===== src/rtl/fp_pkg.sv =====
// Shared floating-point definitions: field-width helpers, operand classes,
// rounding-mode codes and the float-to-int converter state encoding.
package fp_pkg;

   function automatic int unsigned fp_width(input int unsigned log_bit);
      return 1 << log_bit;
   endfunction

   function automatic int unsigned fp_man_bit(input int unsigned log_bit,
                                              input int unsigned exp_bit);
      return fp_width(log_bit) - 1 - exp_bit;
   endfunction

   function automatic int unsigned fp_bias(input int unsigned exp_bit);
      return (1 << (exp_bit - 1)) - 1;
   endfunction

   typedef enum logic [2:0] {
      FP_ZERO,
      FP_DENORM,
      FP_NORMAL,
      FP_INF,
      FP_NAN
   } fp_class_e;

   localparam logic RM_RTZ = 1'b0;
   localparam logic RM_RNE = 1'b1;

   typedef enum logic [1:0] {
      ST_IDLE,
      ST_ALIGN,
      ST_ROUND,
      ST_DONE
   } f2i_state_e;

endpackage


===== src/rtl/fp_unpack.sv =====
// Combinational IEEE-754 field split and classification; e_c is the unbiased
// exponent in two's complement, sig_c carries the hidden bit on top.
module fp_unpack
   import fp_pkg::*;
#(
   parameter int unsigned LOG_BIT = 6,
   parameter int unsigned EXP_BIT = 11
) (
   input  logic [fp_width(LOG_BIT)-1:0]          fp,
   output logic                                  sign_c,
   output logic [EXP_BIT+1:0]                    e_c,
   output logic [fp_man_bit(LOG_BIT,EXP_BIT):0]  sig_c,
   output fp_class_e                             cls_c
);

   localparam int unsigned W       = fp_width(LOG_BIT);
   localparam int unsigned MAN_BIT = fp_man_bit(LOG_BIT, EXP_BIT);
   localparam int unsigned BIAS    = fp_bias(EXP_BIT);
   localparam int unsigned E_W     = EXP_BIT + 2;

   logic [EXP_BIT-1:0] exp_f;
   logic [MAN_BIT-1:0] man_f;
   logic               exp_zero;
   logic               exp_ones;
   logic               man_zero;

   always_comb begin
      exp_f    = fp[W-2 -: EXP_BIT];
      man_f    = fp[MAN_BIT-1:0];
      exp_zero = (exp_f == '0);
      exp_ones = (exp_f == '1);
      man_zero = (man_f == '0);
      sign_c   = fp[W-1];
      sig_c    = {!exp_zero, man_f};
      // Denormals share the smallest normal exponent, without the hidden bit.
      e_c      = exp_zero ? (E_W'(1) - E_W'(BIAS)) : (E_W'(exp_f) - E_W'(BIAS));
      if (exp_ones)       cls_c = man_zero ? FP_INF  : FP_NAN;
      else if (exp_zero)  cls_c = man_zero ? FP_ZERO : FP_DENORM;
      else                cls_c = FP_NORMAL;
   end

endmodule


===== src/rtl/fp_to_int_seq.sv =====
// Multi-cycle float -> signed integer converter: unpack at accept, align the
// significand one bit per cycle, round (RTZ or RNE), saturate out-of-range.
module fp_to_int_seq
   import fp_pkg::*;
#(
   parameter int unsigned LOG_BIT = 6,
   parameter int unsigned EXP_BIT = 11
) (
   input  logic                          clk,
   input  logic                          rst,
   input  logic                          in_valid,
   output logic                          in_ready,
   input  logic [fp_width(LOG_BIT)-1:0]  in_fp,
   input  logic                          in_rm,
   output logic                          out_valid,
   input  logic                          out_ready,
   output logic [fp_width(LOG_BIT)-1:0]  out_int,
   output logic                          out_invalid,
   output logic                          out_inexact
);

   localparam int unsigned W       = fp_width(LOG_BIT);
   localparam int unsigned MAN_BIT = fp_man_bit(LOG_BIT, EXP_BIT);
   localparam int unsigned E_W     = EXP_BIT + 2;
   localparam int unsigned CNT_W   = LOG_BIT + 1;

   localparam logic signed [E_W-1:0] E_WM1   = E_W'(W - 1);
   localparam logic signed [E_W-1:0] E_MAN   = E_W'(MAN_BIT);
   localparam logic signed [E_W-1:0] E_CLAMP = E_W'(MAN_BIT + 2);
   localparam logic [W-1:0]          INT_MAX = {1'b0, {(W-1){1'b1}}};
   localparam logic [W-1:0]          INT_MIN = {1'b1, {(W-1){1'b0}}};
   localparam logic [W:0]            MIN_MAG = {2'b01, {(W-1){1'b0}}};

   logic              up_sign_c;
   logic [E_W-1:0]    up_e_c;
   logic [MAN_BIT:0]  up_sig_c;
   fp_class_e         up_cls_c;

   fp_unpack #(.LOG_BIT(LOG_BIT), .EXP_BIT(EXP_BIT)) u_unpack (
      .fp     (in_fp),
      .sign_c (up_sign_c),
      .e_c    (up_e_c),
      .sig_c  (up_sig_c),
      .cls_c  (up_cls_c)
   );

   f2i_state_e        state_q, state_d;
   logic [W-1:0]      mag_q, mag_d;
   logic              guard_q, guard_d;
   logic              sticky_q, sticky_d;
   logic              sign_q, sign_d;
   logic              rm_q, rm_d;
   logic              left_q, left_d;
   logic [CNT_W-1:0]  cnt_q, cnt_d;
   logic [W-1:0]      out_int_q, out_int_d;
   logic              out_invalid_q, out_invalid_d;
   logic              out_inexact_q, out_inexact_d;
   logic              in_ready_q, in_ready_d;
   logic              out_valid_q, out_valid_d;

   logic signed [E_W-1:0] e_s;
   logic signed [E_W-1:0] diff_s;
   logic [CNT_W-1:0]      shift_n;
   logic                  exact_min;
   logic                  overflow;
   logic                  special;
   logic                  inc;
   logic [W:0]            rnd;
   logic [W-1:0]          mag_r;

   // Next-state, datapath and output-register logic.
   always_comb begin
      state_d       = state_q;
      mag_d         = mag_q;
      guard_d       = guard_q;
      sticky_d      = sticky_q;
      sign_d        = sign_q;
      rm_d          = rm_q;
      left_d        = left_q;
      cnt_d         = cnt_q;
      out_int_d     = out_int_q;
      out_invalid_d = out_invalid_q;
      out_inexact_d = out_inexact_q;

      e_s       = $signed(up_e_c);
      diff_s    = E_MAN - e_s;
      exact_min = up_sign_c && (e_s == E_WM1) && (up_sig_c[MAN_BIT-1:0] == '0);
      overflow  = (e_s >= E_WM1) && !exact_min;
      special   = (up_cls_c == FP_INF) || (up_cls_c == FP_NAN);
      // Beyond MAN_BIT+2 right shifts every bit already sits in sticky.
      if (diff_s[E_W-1])          shift_n = CNT_W'(-diff_s);
      else if (diff_s > E_CLAMP)  shift_n = CNT_W'(MAN_BIT + 2);
      else                        shift_n = CNT_W'(diff_s);

      inc   = (rm_q == RM_RNE) && guard_q && (sticky_q || mag_q[0]);
      rnd   = {1'b0, mag_q} + (W+1)'(inc);
      mag_r = rnd[W-1:0];

      unique case (state_q)
         ST_IDLE: begin
            if (in_valid && in_ready_q) begin
               sign_d   = up_sign_c;
               rm_d     = in_rm;
               mag_d    = W'(up_sig_c);
               guard_d  = 1'b0;
               sticky_d = 1'b0;
               left_d   = diff_s[E_W-1];
               cnt_d    = shift_n;
               if (special || overflow) begin
                  out_int_d     = ((up_cls_c == FP_NAN) || !up_sign_c) ? INT_MAX : INT_MIN;
                  out_invalid_d = 1'b1;
                  out_inexact_d = 1'b0;
                  state_d       = ST_DONE;
               end else if (exact_min) begin
                  out_int_d     = INT_MIN;
                  out_invalid_d = 1'b0;
                  out_inexact_d = 1'b0;
                  state_d       = ST_DONE;
               end else begin
                  state_d = (shift_n == '0) ? ST_ROUND : ST_ALIGN;
               end
            end
         end
         ST_ALIGN: begin
            if (left_q) begin
               mag_d = {mag_q[W-2:0], 1'b0};
            end else begin
               mag_d    = {1'b0, mag_q[W-1:1]};
               guard_d  = mag_q[0];
               sticky_d = sticky_q || guard_q;
            end
            cnt_d = cnt_q - CNT_W'(1);
            if (cnt_q == CNT_W'(1)) state_d = ST_ROUND;
         end
         ST_ROUND: begin
            if (rnd[W] || rnd[W-1]) begin
               if (sign_q && (rnd == MIN_MAG)) begin
                  out_int_d     = INT_MIN;
                  out_invalid_d = 1'b0;
                  out_inexact_d = guard_q || sticky_q;
               end else begin
                  out_int_d     = sign_q ? INT_MIN : INT_MAX;
                  out_invalid_d = 1'b1;
                  out_inexact_d = 1'b0;
               end
            end else begin
               out_int_d     = sign_q ? (~mag_r + W'(1)) : mag_r;
               out_invalid_d = 1'b0;
               out_inexact_d = guard_q || sticky_q;
            end
            state_d = ST_DONE;
         end
         ST_DONE: begin
            if (out_ready) state_d = ST_IDLE;
         end
         default: state_d = ST_IDLE;
      endcase

      in_ready_d  = (state_d == ST_IDLE);
      out_valid_d = (state_d == ST_DONE);
   end

   always_ff @(posedge clk) begin
      if (rst) begin
         state_q       <= ST_IDLE;
         mag_q         <= '0;
         guard_q       <= 1'b0;
         sticky_q      <= 1'b0;
         sign_q        <= 1'b0;
         rm_q          <= 1'b0;
         left_q        <= 1'b0;
         cnt_q         <= '0;
         out_int_q     <= '0;
         out_invalid_q <= 1'b0;
         out_inexact_q <= 1'b0;
         in_ready_q    <= 1'b0;
         out_valid_q   <= 1'b0;
      end else begin
         state_q       <= state_d;
         mag_q         <= mag_d;
         guard_q       <= guard_d;
         sticky_q      <= sticky_d;
         sign_q        <= sign_d;
         rm_q          <= rm_d;
         left_q        <= left_d;
         cnt_q         <= cnt_d;
         out_int_q     <= out_int_d;
         out_invalid_q <= out_invalid_d;
         out_inexact_q <= out_inexact_d;
         in_ready_q    <= in_ready_d;
         out_valid_q   <= out_valid_d;
      end
   end

   assign in_ready    = in_ready_q;
   assign out_valid   = out_valid_q;
   assign out_int     = out_int_q;
   assign out_invalid = out_invalid_q;
   assign out_inexact = out_inexact_q;

endmodule


===== config.mk =====
export PLATFORM = sky130hd
export DESIGN_NAME = fp_to_int_seq
export DESIGN_NICKNAME = d
export VERILOG_FILES = /design/src/rtl/fp_pkg.sv /design/src/rtl/fp_unpack.sv /design/src/rtl/fp_to_int_seq.sv
export SDC_FILE = /design/constraint.sdc
export NUM_CORES = 1
export LEC_CHECK = 0
export ABC_AREA = 0
export CAP_MARGIN = 20
export CORE_UTILIZATION = 59
export DETAILED_ROUTE_END_ITERATION = 10
export GPL_ROUTABILITY_DRIVEN = 0
export PLACE_DENSITY_LB_ADDON = 0.3
export SYNTH_ARGS = -nofsm -noshare
export SYNTH_HDL_FRONTEND = slang
export SYNTH_HIERARCHICAL = 1
export SYNTH_SLANG_ARGS = --single-unit

===== constraint.sdc =====
create_clock -name clk -period 11.7 [get_ports clk]
set_input_delay 1.755 -clock clk [delete_from_list [all_inputs] [get_ports clk]]
set_output_delay 1.755 -clock clk [all_outputs]
set_load 0.05 [all_outputs]

=== Word-level counts from Yosys, hierarchy flattened ===
Index checks and enable logic that the tools add are counted.

* Eq/ne operators: 13
* Mux-type cells: 44
* Add/subtract/negate cells: 6
* Magnitude comparators: 2
* Reductions and logical operators: 27
* Bitwise operators: 1

{| class="wikitable"
|+ Operators with widths
! cell !! number
|-
| $mux W64 || 10
|-
| $pmux W64 S2 || 2
|-
| $add A64 B1 Y65 || 1
|-
| $eq A65 B64 Y1 const B || 1
|-
| $add A64 B1 Y64 const B || 1
|-
| $not A64 Y64 || 1
|-
| $logic_not A52 Y1 || 1
|-
| $mux W7 || 3
|-
| $pmux W7 S2 || 1
|-
| $eq A13 B7 Y1 const B || 1
|-
| $ge A13 B7 Y1 const B || 1
|-
| $gt A13 B7 Y1 const B || 1
|-
| $mux W1 || 13
|-
| $mux W13 || 1
|-
| $sub A7 B13 Y13 const A || 1
|-
| $mux W2 || 6
|-
| $sub A11 B10 Y12 const B || 1
|-
| $eq A11 B11 Y1 const B || 1
|-
| $logic_not A11 Y1 || 1
|-
| $mux W3 || 3
|-
| $pmux W1 S2 || 4
|-
| $pmux W2 S4 || 1
|-
| $eq A7 B1 Y1 const B || 1
|-
| $logic_and A1 B1 Y1 || 7
|-
| other kinds (15) || 29
|}

* Output and inout port bits: 68
* Input port bits: 69
* Logic and storage cells: 106
* Flip-flop bits (word level): 146

=== Depth between registers and ports, before layout ===
* Depth after elaboration: 13
* Depth in mapped cells: 17
* Depth with buffers taken out: 17

=== Modules after synthesis ===
The synthesis kept the hierarchy.

{| class="wikitable"
|+ By module, submodules not included
! module !! sequential area each (µm²) !! area each (µm²) !! times used !! cells an instance
|-
| fp_to_int_seq || 2922.8 || 12001.5 || 1 || 1653
|-
| fp_unpack || 0.0 || 794.5 || 1 || 111
|}

=== Least setup slack after synthesis ===
No wires, ideal clock.

* Path kind: input port to flip-flop
* Start point: input in_fp[52]
* End point: register state_q[0]
* Required time: 11568 ps
* Stages: 16
* Arrival time: 4890 ps
* Buffers on the path: 0
* Path slack: 6678 ps
* Library setup time: 132 ps
* Cells stage by stage: inv_1 -> ha_1 -> nor4b_1 -> a31oi_1 -> inv_1 -> ha_1 -> a21oi_1 -> and3_1 -> and4_1 -> o221ai_1 -> nor4_1 -> a21oi_1 -> a2bb2oi_1 -> nand4b_1 -> o21ai_0 -> a21oi_1

* Word-level cells in the longest chain between the ends: 12
* Elaborated cells between the ends (all ways): 27
* Those cells by class: add/sub: 3; order compare: 2; eq/ne: 4; mux: 10; reduce/logical: 8

{| class="wikitable"
|+ RTL lines
! item !! RTL line !! text
|-
| start, declared || fp_to_int_seq.sv:13 || <nowiki>input logic [fp_width(LOG_BIT)-1:0] in_fp,</nowiki>
|-
| $sub A11 B10 Y12 / $logic_not A11 Y1 (equally long branches) || fp_unpack.sv:36, fp_unpack.sv:30 ||
|-
| $mux W13 * || fp_unpack.sv:36 || <nowiki>e_c = exp_zero ? (E_W'(1) - E_W'(BIAS)) : (E_W'(exp_f) - E_W'(BIAS));</nowiki>
|-
| $sub A7 B13 Y13 * || fp_to_int_seq.sv:86 || <nowiki>diff_s = E_MAN - e_s;</nowiki>
|-
| named net diff_s[0] || fp_to_int_seq.sv:62 || <nowiki>logic signed [E_W-1:0] diff_s;</nowiki>
|-
| $gt A13 B7 Y1 || fp_to_int_seq.sv:92 || <nowiki>else if (diff_s > E_CLAMP) shift_n = CNT_W'(MAN_BIT + 2);</nowiki>
|-
| $mux W7 || fp_to_int_seq.sv:92 ||
|-
| $mux W7 * || fp_to_int_seq.sv:91 || <nowiki>if (diff_s[E_W-1]) shift_n = CNT_W'(-diff_s);</nowiki>
|-
| $logic_not A7 Y1 * || fp_to_int_seq.sv:120 || <nowiki>state_d = (shift_n == '0) ? ST_ROUND : ST_ALIGN;</nowiki>
|-
| $mux W2 * || fp_to_int_seq.sv:120 ||
|-
| $mux W2 * || fp_to_int_seq.sv:114 || <nowiki>end else if (exact_min) begin</nowiki>
|-
| $mux W2 * || fp_to_int_seq.sv:109 || <nowiki>if (special || overflow) begin</nowiki>
|-
| $mux W2 * || fp_to_int_seq.sv:101 || <nowiki>if (in_valid && in_ready_q) begin</nowiki>
|-
| $pmux W2 S4 * || fp_to_int_seq.sv:99 || <nowiki>unique case (state_q)</nowiki>
|-
| end signal, assigned || fp_to_int_seq.sv:179 || <nowiki>state_q <= state_d;</nowiki>
|-
| end, declared || fp_to_int_seq.sv:47 || <nowiki>f2i_state_e state_q, state_d;</nowiki>
|}

The timed path passes the listed nets; every way through them passes the cells marked *.
A chain may end at the register's enable or synchronous reset.

=== Worst setup path after layout ===
* Start point: input in_fp[52]
* End point: register out_int_q[59], in the netlist out_int[59]

* Word-level cells in the longest chain between the ends: 11
* Elaborated cells between the ends (all ways): 23
* Those cells by class: add/sub: 1; order compare: 1; eq/ne: 5; mux: 7; reduce/logical: 9

{| class="wikitable"
|+ RTL lines
! item !! RTL line !! text
|-
| $sub A11 B10 Y12 / $logic_not A11 Y1 (equally long branches) || fp_unpack.sv:36, fp_unpack.sv:30 ||
|-
| $mux W13 * || fp_unpack.sv:36 ||
|-
| named net e_s[10] || fp_to_int_seq.sv:61 || <nowiki>logic signed [E_W-1:0] e_s;</nowiki>
|-
| branches (longest 9 deep; another with $ge A13 B7 Y1) || -- ||
|-
| end signal, assigned || fp_to_int_seq.sv:187 || <nowiki>out_int_q <= out_int_d;</nowiki>
|-
| end, declared || fp_to_int_seq.sv:55 || <nowiki>logic [W-1:0] out_int_q, out_int_d;</nowiki>
|}

Mark *: on every way through the listed nets, which the timed path passes. The select of a mux whose other input is x is not followed.

==> Implementation_results.wiki <==
{| class="wikitable"
! Metric !! Value
|-
| Average vias per placed instance || ~6.8
|-
| Final period util || 0.531
|-
| Power density normalized to cell area || 153 mW/mm²
|-
| Largest fanout of any net on the critical path || 67
|-
| Net count reported at finish || between 1,500 and 2,000
|-
| Area fraction in compound gates after synthesis || 0.247
|-
| Synth area leader || sky130_fd_sc_hd__dfxtp_1
|-
| Outcome || complete, no violations
|-
| Final-layout worst hold slack || 0.471 ns
|-
| Core area || 0.0212 mm²
|-
| Critical Path RT || 12.05 ns
|-
| XOR/XNOR share of the synthesized area || 0.0637
|-
| Via count of the routed design || 13,600
|-
| Residual DRC count || 0
|-
| Share of flip-flops with an asynchronous set or reset after synthesis || 0
|-
| Post-Synth Adder-Cell Area || 0.0127
|-
| Max cap viols || 0
|-
| Insertion delay of the later-clocked pin in the worst-skew pair || between 0.4 and 0.5 ns
|-
| Effective utilization at floorplan || 0.605
|-
| Fraction of final layout cells with drive strength greater than 1 || 0.0733
|-
| Area Growth Syn to Fin || 10.6%
|-
| Actual transition at the worst max-transition pin || 1.03 ns
|-
| Synth Area per Inst || 7.25 µm²
|-
| Final critical delay including setup and external delays || 6.21 ns
|-
| Global-route usage over all layers || 0.331
|-
| Hold/Removal Path Class || register to register
|-
| Number of levels the H-tree was split into || 4
|-
| Library cell used as clock root buffer || sky130_fd_sc_hd__clkbuf_16
|-
| CTS-repair resized insts || 0
|-
| Pin count of the biggest net entering global routing || about 120
|-
| Maximum clock frequency || 0.161 GHz
|-
| VDD IR-drop max || 0.0000932 V
|-
| Post CTS Setup Buffer Count || 0
|-
| Share of the synthesized area in the top cell type || 0.228
|-
| Antenna-violating nets left || 0
|-
| Vias in the first global route || 11,500
|-
| Die W || approximately 150 µm
|-
| Post-cts hold buffer count || 0
|-
| Gate Count Post-Synth || 1,764
|-
| # port buffers || 136
|-
| Standby leakage power || between 4 and 5 nW
|-
| Total routed wire length on the met1 layer || 16.5 mm
|-
| Synth cell types || 85
|-
| Max Clock Skew || about 0.011 ns
|-
| Grt total ovfl || 0
|-
| Number of synthesized register bits || 146
|-
| Antenna cells || 0
|-
| Die Ht || approximately 150 µm
|-
| Pins over their slew limit || 0
|-
| Unrepaired setup endpoints after global routing || false
|-
| Arrival time worst endpoint || 6.57 ns
|-
| Count of routing violations after the opening detailed-route iteration || 1,957
|-
| Wirelength, routed || 37.7 mm
|-
| Basic-gate share of the synthesized area counting and, or, nand and nor cells || 0.329
|-
| Post-synth top flop || sky130_fd_sc_hd__dfxtp_1
|-
| Hold Fails Final Rpt || 0
|-
| Number of synthesized flops with an enable pin || 0
|-
| Clock transition at the registers of the reported paths || 0.06 ns
|-
| Largest family of logic cells by synthesized area || simple AND/OR/NAND/NOR gates
|-
| TritonCTS Sinks || ~150
|-
| Placement Rows || 53
|-
| First-pass GRT wire length || 59.8 mm
|-
| Overall die area || 0.0223 mm²
|-
| Total length of routed met3 wires || 4.23 mm
|-
| Cell types occupying the most area after synthesis || sky130_fd_sc_hd__dfxtp_1, sky130_fd_sc_hd__nand2_1, sky130_fd_sc_hd__xnor2_1, sky130_fd_sc_hd__nor2_1, sky130_fd_sc_hd__a211oi_1
|-
| Bufs on Longest Clock Path || 2
|-
| Proportion of synthesized area in mux cells || 0.0273
|-
| Wirelength per Cell || 18.8 µm
|-
| Routed wl met2 || 15.7 mm
|-
| Total CTS buffers || 17
|-
| Sequential fraction of the synthesis area || 0.228
|-
| Total nets after synthesis || ~1,800
|-
| Clock tree from TritonCTS || yes
|-
| Number of search-and-repair iterations in the first detailed-routing pass || 9
|-
| Final Total Pwr || 2.17 mW
|-
| Slew Limit Headroom || 0.316
|-
| Kind of end point of the critical path || register
|-
| Ports || 137
|-
| Sort of element at the start of the critical path || input pin
|-
| Yosys warns || 6
|-
| Kind of critical path || input pin to register
|-
| Highest metal used || met4
|-
| Count of endpoints failing setup in the final report || 0
|-
| Post-synthesis cell area || 0.0128 mm²
|-
| Setup TNS || 0 ns
|-
| Final-layout fill cell count || between 1,500 and 2,000
|-
| Number of antenna violations at the first check in global routing || 0
|-
| Final HPWL from detailed placement || 26.7 mm
|}
==> layer usage <==
metal  track usage  up-vias
met4         0.127        0
met1         0.487     6213
met3        0.0517      101
met5             0        -
met2         0.479      846
li1              -     6423
==> synth_stat cells (all sizes together) (5+ instances only) <==
cell type,number
nand2b,8
or2,6
clkbuf,117
buf,100
o211ai,10
nor2,137
nor4b,5
o21ai,82
nor3,68
o21a,7
a221oi,11
xnor2,61
or4,14
o31ai,11
nor3b,6
or3,14
nand3,77
xor2,32
and2,19
nor4,59
ha,13
nand4b,7
nand4,52
a311oi,54
nand2,222
inv,22
a41oi,7
o221a,22
a211oi,66
a21oi,84
a21o,6
and3,30
dfxtp,146
a31o,7
nor2b,51
mux2i,30
and4,15
a31oi,44
o211a,6
==> final timing paths <==
check / endpoint / startpoint / cells past startpoint / slack [ns]
setup reg to reg: out_int[50]$_SDFFE_PP0P_ / mag_q[0]$_SDFFE_PP0P_ / 13 / 5.90
hold / removal: rm_q$_SDFFE_PP0P_ / rm_q$_SDFFE_PP0P_ / 2 / 0.47
setup / recovery: out_int[59]$_SDFFE_PP0P_ / in_fp[52] / 16 / 5.49
hold reg to reg: rm_q$_SDFFE_PP0P_ / rm_q$_SDFFE_PP0P_ / 2 / 0.47
==> flip-flops by register name, indices dropped and copies added (netlist names) <==
register	cells
in_ready	1
out_inexact	1
state_q	2
guard_q	1
out_int	64
sign_q	1
out_valid	1
out_invalid	1
mag_q	64
rm_q	1
cnt_q	7
sticky_q	1
left_q	1
==> layout make-up <==
cell class,instances,area [µm²],share of cell area
timing repair buffer,153,1500,0.106
clock inverter,15,149,0.0105
multi-input combinational,1379,8720,0.616
tap,275,344,0.0243
inverter,22,82.6,0.00583
sequential,146,2930,0.207
clock buffer,17,425,0.0300
==> logic make-up (layout without fill, tap and decap cells) <==
family          Yosys count  after routing
xor+xnor                 93             93
simple gates            794            794
buf+inv                 239            207
mux                      34             34
flops                   146            146
compound gates          445            445
fa+ha+maj                13             13
==> report_power, final <==
group	switching [mW]	internal (mW)	leakage [nW]	total, mW
clock network	0.241	0.299	0.271	0.540
logic	0.585	0.338	3.25	0.923
registers	0.132	0.576	1.19	0.708
==> stage by stage <==
step,setup slack [ns],util,std cells,cell area (µm²)
2_1_floorplan,6.68,-,1764,12800
3_3_place_gp,5.35,0.641,1974,13600
3_5_place_dp,5.12,0.641,1974,13600
4_1_cts,5.56,0.668,2006,14100
5_1_grt,5.16,0.669,2007,14200
6_report,5.49,0.669,2007,14200
==> worst max-delay path, stage by stage <==
cell and delay (ns):
sky130_fd_sc_hd__clkdlybuf4s50_1 0.56, sky130_fd_sc_hd__ha_1 0.22, sky130_fd_sc_hd__nand3_1 0.17, sky130_fd_sc_hd__nor3_1 0.33, sky130_fd_sc_hd__xnor2_1 0.19, sky130_fd_sc_hd__or3_1 0.38, sky130_fd_sc_hd__or2_2 0.29, sky130_fd_sc_hd__o21bai_1 0.26
sky130_fd_sc_hd__nand2b_1 0.16, sky130_fd_sc_hd__a31oi_1 0.35, sky130_fd_sc_hd__nor2_4 0.04, sky130_fd_sc_hd__buf_4 0.32, sky130_fd_sc_hd__nand2_2 0.83, sky130_fd_sc_hd__o21ai_0 0.28, sky130_fd_sc_hd__a21o_1 0.24, sky130_fd_sc_hd__a41oi_1 0.16
==> cells in the final DEF (no fill, tap or decap), types with 6 or more instances in the layout <==
master | netlist | layout
sky130_fd_sc_hd__xnor2_1 | 61 | 61
sky130_fd_sc_hd__nand2_1 | 222 | 221
sky130_fd_sc_hd__buf_4 | 63 | 16
sky130_fd_sc_hd__ha_1 | 13 | 13
sky130_fd_sc_hd__nor3_1 | 64 | 63
sky130_fd_sc_hd__a311oi_1 | 54 | 54
sky130_fd_sc_hd__nand4b_1 | 6 | 6
sky130_fd_sc_hd__and2_1 | 19 | 19
sky130_fd_sc_hd__clkdlybuf4s50_1 | 0 | 135
sky130_fd_sc_hd__a221oi_1 | 10 | 10
sky130_fd_sc_hd__and3_1 | 29 | 29
sky130_fd_sc_hd__nor4_1 | 53 | 53
sky130_fd_sc_hd__o21ai_0 | 73 | 73
sky130_fd_sc_hd__nand2b_1 | 8 | 7
sky130_fd_sc_hd__o31ai_1 | 11 | 11
sky130_fd_sc_hd__a41oi_1 | 7 | 7
sky130_fd_sc_hd__nor3b_1 | 6 | 6
sky130_fd_sc_hd__o221a_2 | 22 | 22
sky130_fd_sc_hd__inv_1 | 22 | 22
sky130_fd_sc_hd__or2_2 | 6 | 6
sky130_fd_sc_hd__nor2_1 | 136 | 135
sky130_fd_sc_hd__nand3_1 | 74 | 73
sky130_fd_sc_hd__nor2b_1 | 51 | 51
sky130_fd_sc_hd__a31oi_1 | 44 | 43
sky130_fd_sc_hd__or4_1 | 12 | 12
sky130_fd_sc_hd__a21oi_1 | 84 | 84
sky130_fd_sc_hd__xor2_1 | 32 | 32
sky130_fd_sc_hd__clkbuf_16 | 0 | 17
sky130_fd_sc_hd__o21ai_1 | 8 | 8
sky130_fd_sc_hd__dfxtp_1 | 146 | 144
sky130_fd_sc_hd__a31o_2 | 6 | 6
sky130_fd_sc_hd__o211a_1 | 6 | 6
sky130_fd_sc_hd__and4_1 | 15 | 15
sky130_fd_sc_hd__mux2i_1 | 30 | 30
sky130_fd_sc_hd__a211oi_1 | 65 | 65
sky130_fd_sc_hd__or3_1 | 13 | 13
sky130_fd_sc_hd__o21a_1 | 7 | 7
sky130_fd_sc_hd__nand4_1 | 46 | 46
sky130_fd_sc_hd__o211ai_1 | 10 | 10
Note: power is estimated with default switching activity, not from simulation.
==> variant 1 (same settings) <==
`LOG_BIT` is set to 6 in 2 places; all go to 4.
--- a/src/rtl/fp_unpack.sv
+++ b/src/rtl/fp_unpack.sv
@@ -5,3 +5,3 @@
 #(
-   parameter int unsigned LOG_BIT = 6,
+   parameter int unsigned LOG_BIT = 4,
    parameter int unsigned EXP_BIT = 11
--- a/src/rtl/fp_to_int_seq.sv
+++ b/src/rtl/fp_to_int_seq.sv
@@ -5,3 +5,3 @@
 #(
-   parameter int unsigned LOG_BIT = 6,
+   parameter int unsigned LOG_BIT = 4,
    parameter int unsigned EXP_BIT = 11
Ports: changed (resized in_fp and out_int); port bits go from 137 to 41. The function was not compared with the original's and may differ.
==> variant 1 against the original RTL <==
  * Area after synthesis fell by 66%
  * Sequential cell count fell by 98
  * Utilization up 0.73 points
  * Largest cell class unchanged
  * Routed wire length fell by 71%
  * Setup slack improved by 0.76 ns
  * Sequential power down 61%
  * Power down 59%
  * Cell area is 67% lower
  * Largest power group unchanged
  * Critical endpoint is now state_q[0]
==> variant 1: results <==
group,metric,value,unit
outcome,outcome,"finished clean",
logic_synthesis,synth_area_leaders,"dfxtp_1, nor2_1, mux2i_1",
worst_setup_path,r2r_cells,12,
drt,drt_iter0_drc,500,
placement,place_ws,5.95,ns
worst_setup_path,cp.arrival,5.64,ns
drt,post_drt_via_cell_ratio,6.42,
logic_synthesis,synth-seq-area-share,22.2,%
drt,finalWirelength,11.0,mm
clock_tree,clk_pin_slew_worst_paths,0.09,ns
global_routing,grt_pass1_vias,3767,
clock_tree,htreeDepth,2,
layout,layout.nets,619,
timing,clock_skew,0.00920,ns
logic_synthesis,yosysUniqueCellTypes,75,
placement,io_buffer_count,40,
pwr,p_leak,1.69,nW
clock_tree,root_buffer,"clkbuf_8",
clock_tree,clk_latency,0.31,ns
logic_synthesis,synth_common_cells,"nor2_1, nand2_1, dfxtp_1, a21oi_1, o21ai_0",
global_routing,grt_usage,29.1,%
global_routing,grt_pass1_wl,17.9,mm
global_routing,grt_max_degree,46,
placement,dpl.hpwl,7.99,mm
clock_tree,cts_buffers,5,
## variant 1: metrics by stage
step	hold WS [ns]	utilization, %	instances
2_1_floorplan	0.437	-	587
3_3_place_gp	0.441	65.7	676
3_5_place_dp	0.453	65.7	676
4_1_cts	0.466	67.6	683
5_1_grt	0.492	67.7	684
6_report	0.467	67.7	684
## variant 1: where the power goes
part           total, mW  switching, mW  internal [mW]
combinational      0.472          0.289          0.183
sequential         0.277         0.0708          0.206
clock              0.143         0.0592         0.0842
total              0.892          0.418          0.473
## variant 1: worst paths after layout
check        slack (ns)     endpoint         from
max                6.25   state_q[0]     in_fp[4]
min                0.47  out_invalid  out_invalid
max reg2reg        7.87  out_invalid     mag_q[0]
min reg2reg        0.47  out_invalid  out_invalid
## variant 1: cell families (layout without fill, tap and decap cells)
group,Yosys count,count (layout),share of synthesized area [%]
AND/OR/NAND/NOR,253,253,30.2
AO/OA/AOI/OAI,147,147,23.1
buffers and inverters,70,71,8.82
flip-flops,48,48,22.2
XOR/XNOR,33,33,6.68
multiplexers,26,26,6.07
adder cells (fa/ha/maj),10,10,2.89
## variant 1: per-layer routing
| metal | vias up | share of wire (%) | track usage (%) |
|---|---|---|---|
| met1 | 2045 | 47 | 41.1 |
| met2 | 201 | 45 | 45.9 |
| met3 | 19 | 6.4 | 3.58 |
| met4 | 0 | 1.4 | 9.39 |
| met5 | - | 0 | 0 |
| li1 | 2127 | - | - |
## variant 1: layout make-up
type	instances	share of cell area (%)
Sequential cell	48	20.5
Inverter	20	1.60
Tap cell	96	2.56
Clock inverter	2	1.28
Multi-Input combinational cell	469	63.5
Clock buffer	5	1.46
Timing Repair Buffer	44	9.11
## variant 1: worst max-delay path, stage by stage
cell and delay (ns):
clkdlybuf4s50_1 0.54, inv_1 0.06, ha_1 0.19, nor4b_1 0.15, and3_1 0.23, nor2_1 0.46
inv_1 0.18, ha_1 0.33, nor2b_1 0.40, a221o_1 0.26, mux2_2 0.34, o22ai_1 0.17
a211oi_2 0.06, nor4_1 0.37, a211oi_1 0.12
==> variant 2 (same settings) <==
Without the edit above. Encoding of `f2i_state_e`: now one-hot (4 bits for 4 states).
--- a/src/rtl/fp_pkg.sv
+++ b/src/rtl/fp_pkg.sv
@@ -28,7 +28,7 @@
 
-   typedef enum logic [1:0] {
-      ST_IDLE,
-      ST_ALIGN,
-      ST_ROUND,
-      ST_DONE
+   typedef enum logic [3:0] {
+      ST_IDLE  = 4'b0001,
+      ST_ALIGN = 4'b0010,
+      ST_ROUND = 4'b0100,
+      ST_DONE  = 4'b1000
    } f2i_state_e;
Function: no difference found for any inputs over 4 cycles, from zero or initial values and one cycle with rst high; so few cycles prove little.
==> variant 2 against the original RTL <==
  * Routed wire length decreased by 5.1%
  * Maximum frequency increased by 1.2%
  * Highest routed layer unchanged
  * Setup slack improved by 0.072 ns
  * Count of clock-buffer cells in the layout increased by 1
  * Sequential cell count increased by 2
  * Synthesized cell count decreased by 4.6%
  * Area after synthesis decreased by 4.3%
  * Register-to-register slack improved by 0.48 ns
  * Cell area decreased by 3.5%
Power is not compared: it rests on default switching activity, and its combinational part moved more than twofold at a synthesized area within 25%.
==> variant 2: results <==
group,metric,value,unit
logic_synthesis,synth_area_leaders,"dfxtp_1, mux2i_1, nor2_1",
logic_synthesis,syn_area_per_cell,7.28,µm²
hold_path,holdPathEnd,"out_int[59]",
global_routing,grt_pass1_wl,57.7,mm
pwr,pwr-share-seq,37.6,%
drt,drtPass1Iterations,8,
worst_setup_path,cp_slowest_cell,"a31oi_1",
worst_setup_path,crit_path_max_incr_delay,0.72,ns
logic_synthesis,syn_nets,1761,
pwr,p_leak,4.55,nW
logic_synthesis,synth_ff_type,"dfxtp_1",
timing,clock_skew,0.0101,ns
logic_synthesis,synth_common_cells,"nor2_1, dfxtp_1, nand2_1, o21ai_0, a21oi_1",
worst_setup_path,reg2reg_to,"out_invalid",
timing,finalCritPeriodShare,52.5,%
hold_path,holdCritStartpoint,"out_int[59]",
logic_synthesis,yosys_warnings,6,
hold_path,hold_class,"flop to flop",
clock_tree,root_buffer,"clkbuf_16",
clock_tree,postCtsResizedCells,0,
logic_synthesis,synth-seq-area-share,24.2,%
pwr,clkPwrFrac,38.9,%
drt,post_drt_via_cell_ratio,6.66,
worst_setup_path,r2r_setup_slack,6.38,ns
worst_setup_path,startpoint,"in_fp[52]",
hold_path,holdPathStages,2,
placement,dpl_cell_area,13000,µm²
layout,antennaDiodeCount,0,
layout,layout.nets,1732,
drt,finalWirelength,35.8,mm
timing,timing.setup.tns,0,ns
worst_setup_path,worstReg2RegStart,"rm_q",
worst_setup_path,crit_fanout,37,
worst_setup_path,cp.arrival,6.46,ns
global_routing,antenna_found_initial,0,
layout,drive_gt1_share,6.24,%
pwr,power.internal,1.03,mW
layout,nFillCells,1690,
worst_setup_path,crit_family,"compound AO/OA/AOI/OAI gates",
placement,dp.cells,1903,
placement,dpl.hpwl,25.3,mm
clock_tree,cts_setup_buffers,0,
placement,place_ws,5.18,ns
global_routing,grt_usage,33.0,%
drt,avgRoutedWirePerCell,18.5,µm
worst_setup_path,worstSetupEndpoint,"out_int[50]",
pwr,ir_worst_vdd,0.0979,mV
clock_tree,cts_buffers,17,
timing,holdWs,0.495,ns
global_routing,grt_pass1_vias,10918,
global_routing,grt_max_degree,75,
clock_tree,clk_pin_slew_worst_paths,0.07,ns
drt,drt_iter0_drc,1656,
worst_setup_path,r2r_cells,14,
outcome,outcome,"finished clean",
timing,worst_pin_slew,1.11,ns
logic_synthesis,yosysUniqueCellTypes,82,
logic_synthesis,synth_top_area_share,24.2,%
variant 2: cell types whose count changed after synthesis, moves of 47 or more:
cell      change
nand2_1      -89
nor2_1       +64
o21ai_0      +60
a211oi_1     -55
mux2i_1      +52
a311oi_1     -47
variant 2: cell families (layout without fill, tap and decap cells):
logic type	Yosys count	after routing	share of synthesized area [%]
xor+xnor	100	100	7.15
compound gates	423	423	21.9
buf+inv	224	208	9.33
simple gates	686	686	28.9
fa+ha+maj	10	10	1.02
flops	148	148	24.2
mux	91	91	7.53
variant 2: layer usage:
layer  wire [µm]  GRT usage [%]
met5           0              0
met4        1020           12.2
met3        3840           5.03
met2       14900           47.0
met1       16000           49.6
variant 2: layout make-up:
class / instances / area, µm² / share of cell area, %
Multi-Input combinational cell: 1310 / 8160 / 59.7
Timing Repair Buffer: 151 / 1470 / 10.8
Clock buffer: 18 / 429 / 3.14
Clock inverter: 14 / 201 / 1.47
Inverter: 25 / 93.8 / 0.687
Tap cell: 270 / 338 / 2.47
Sequential cell: 148 / 2970 / 21.7
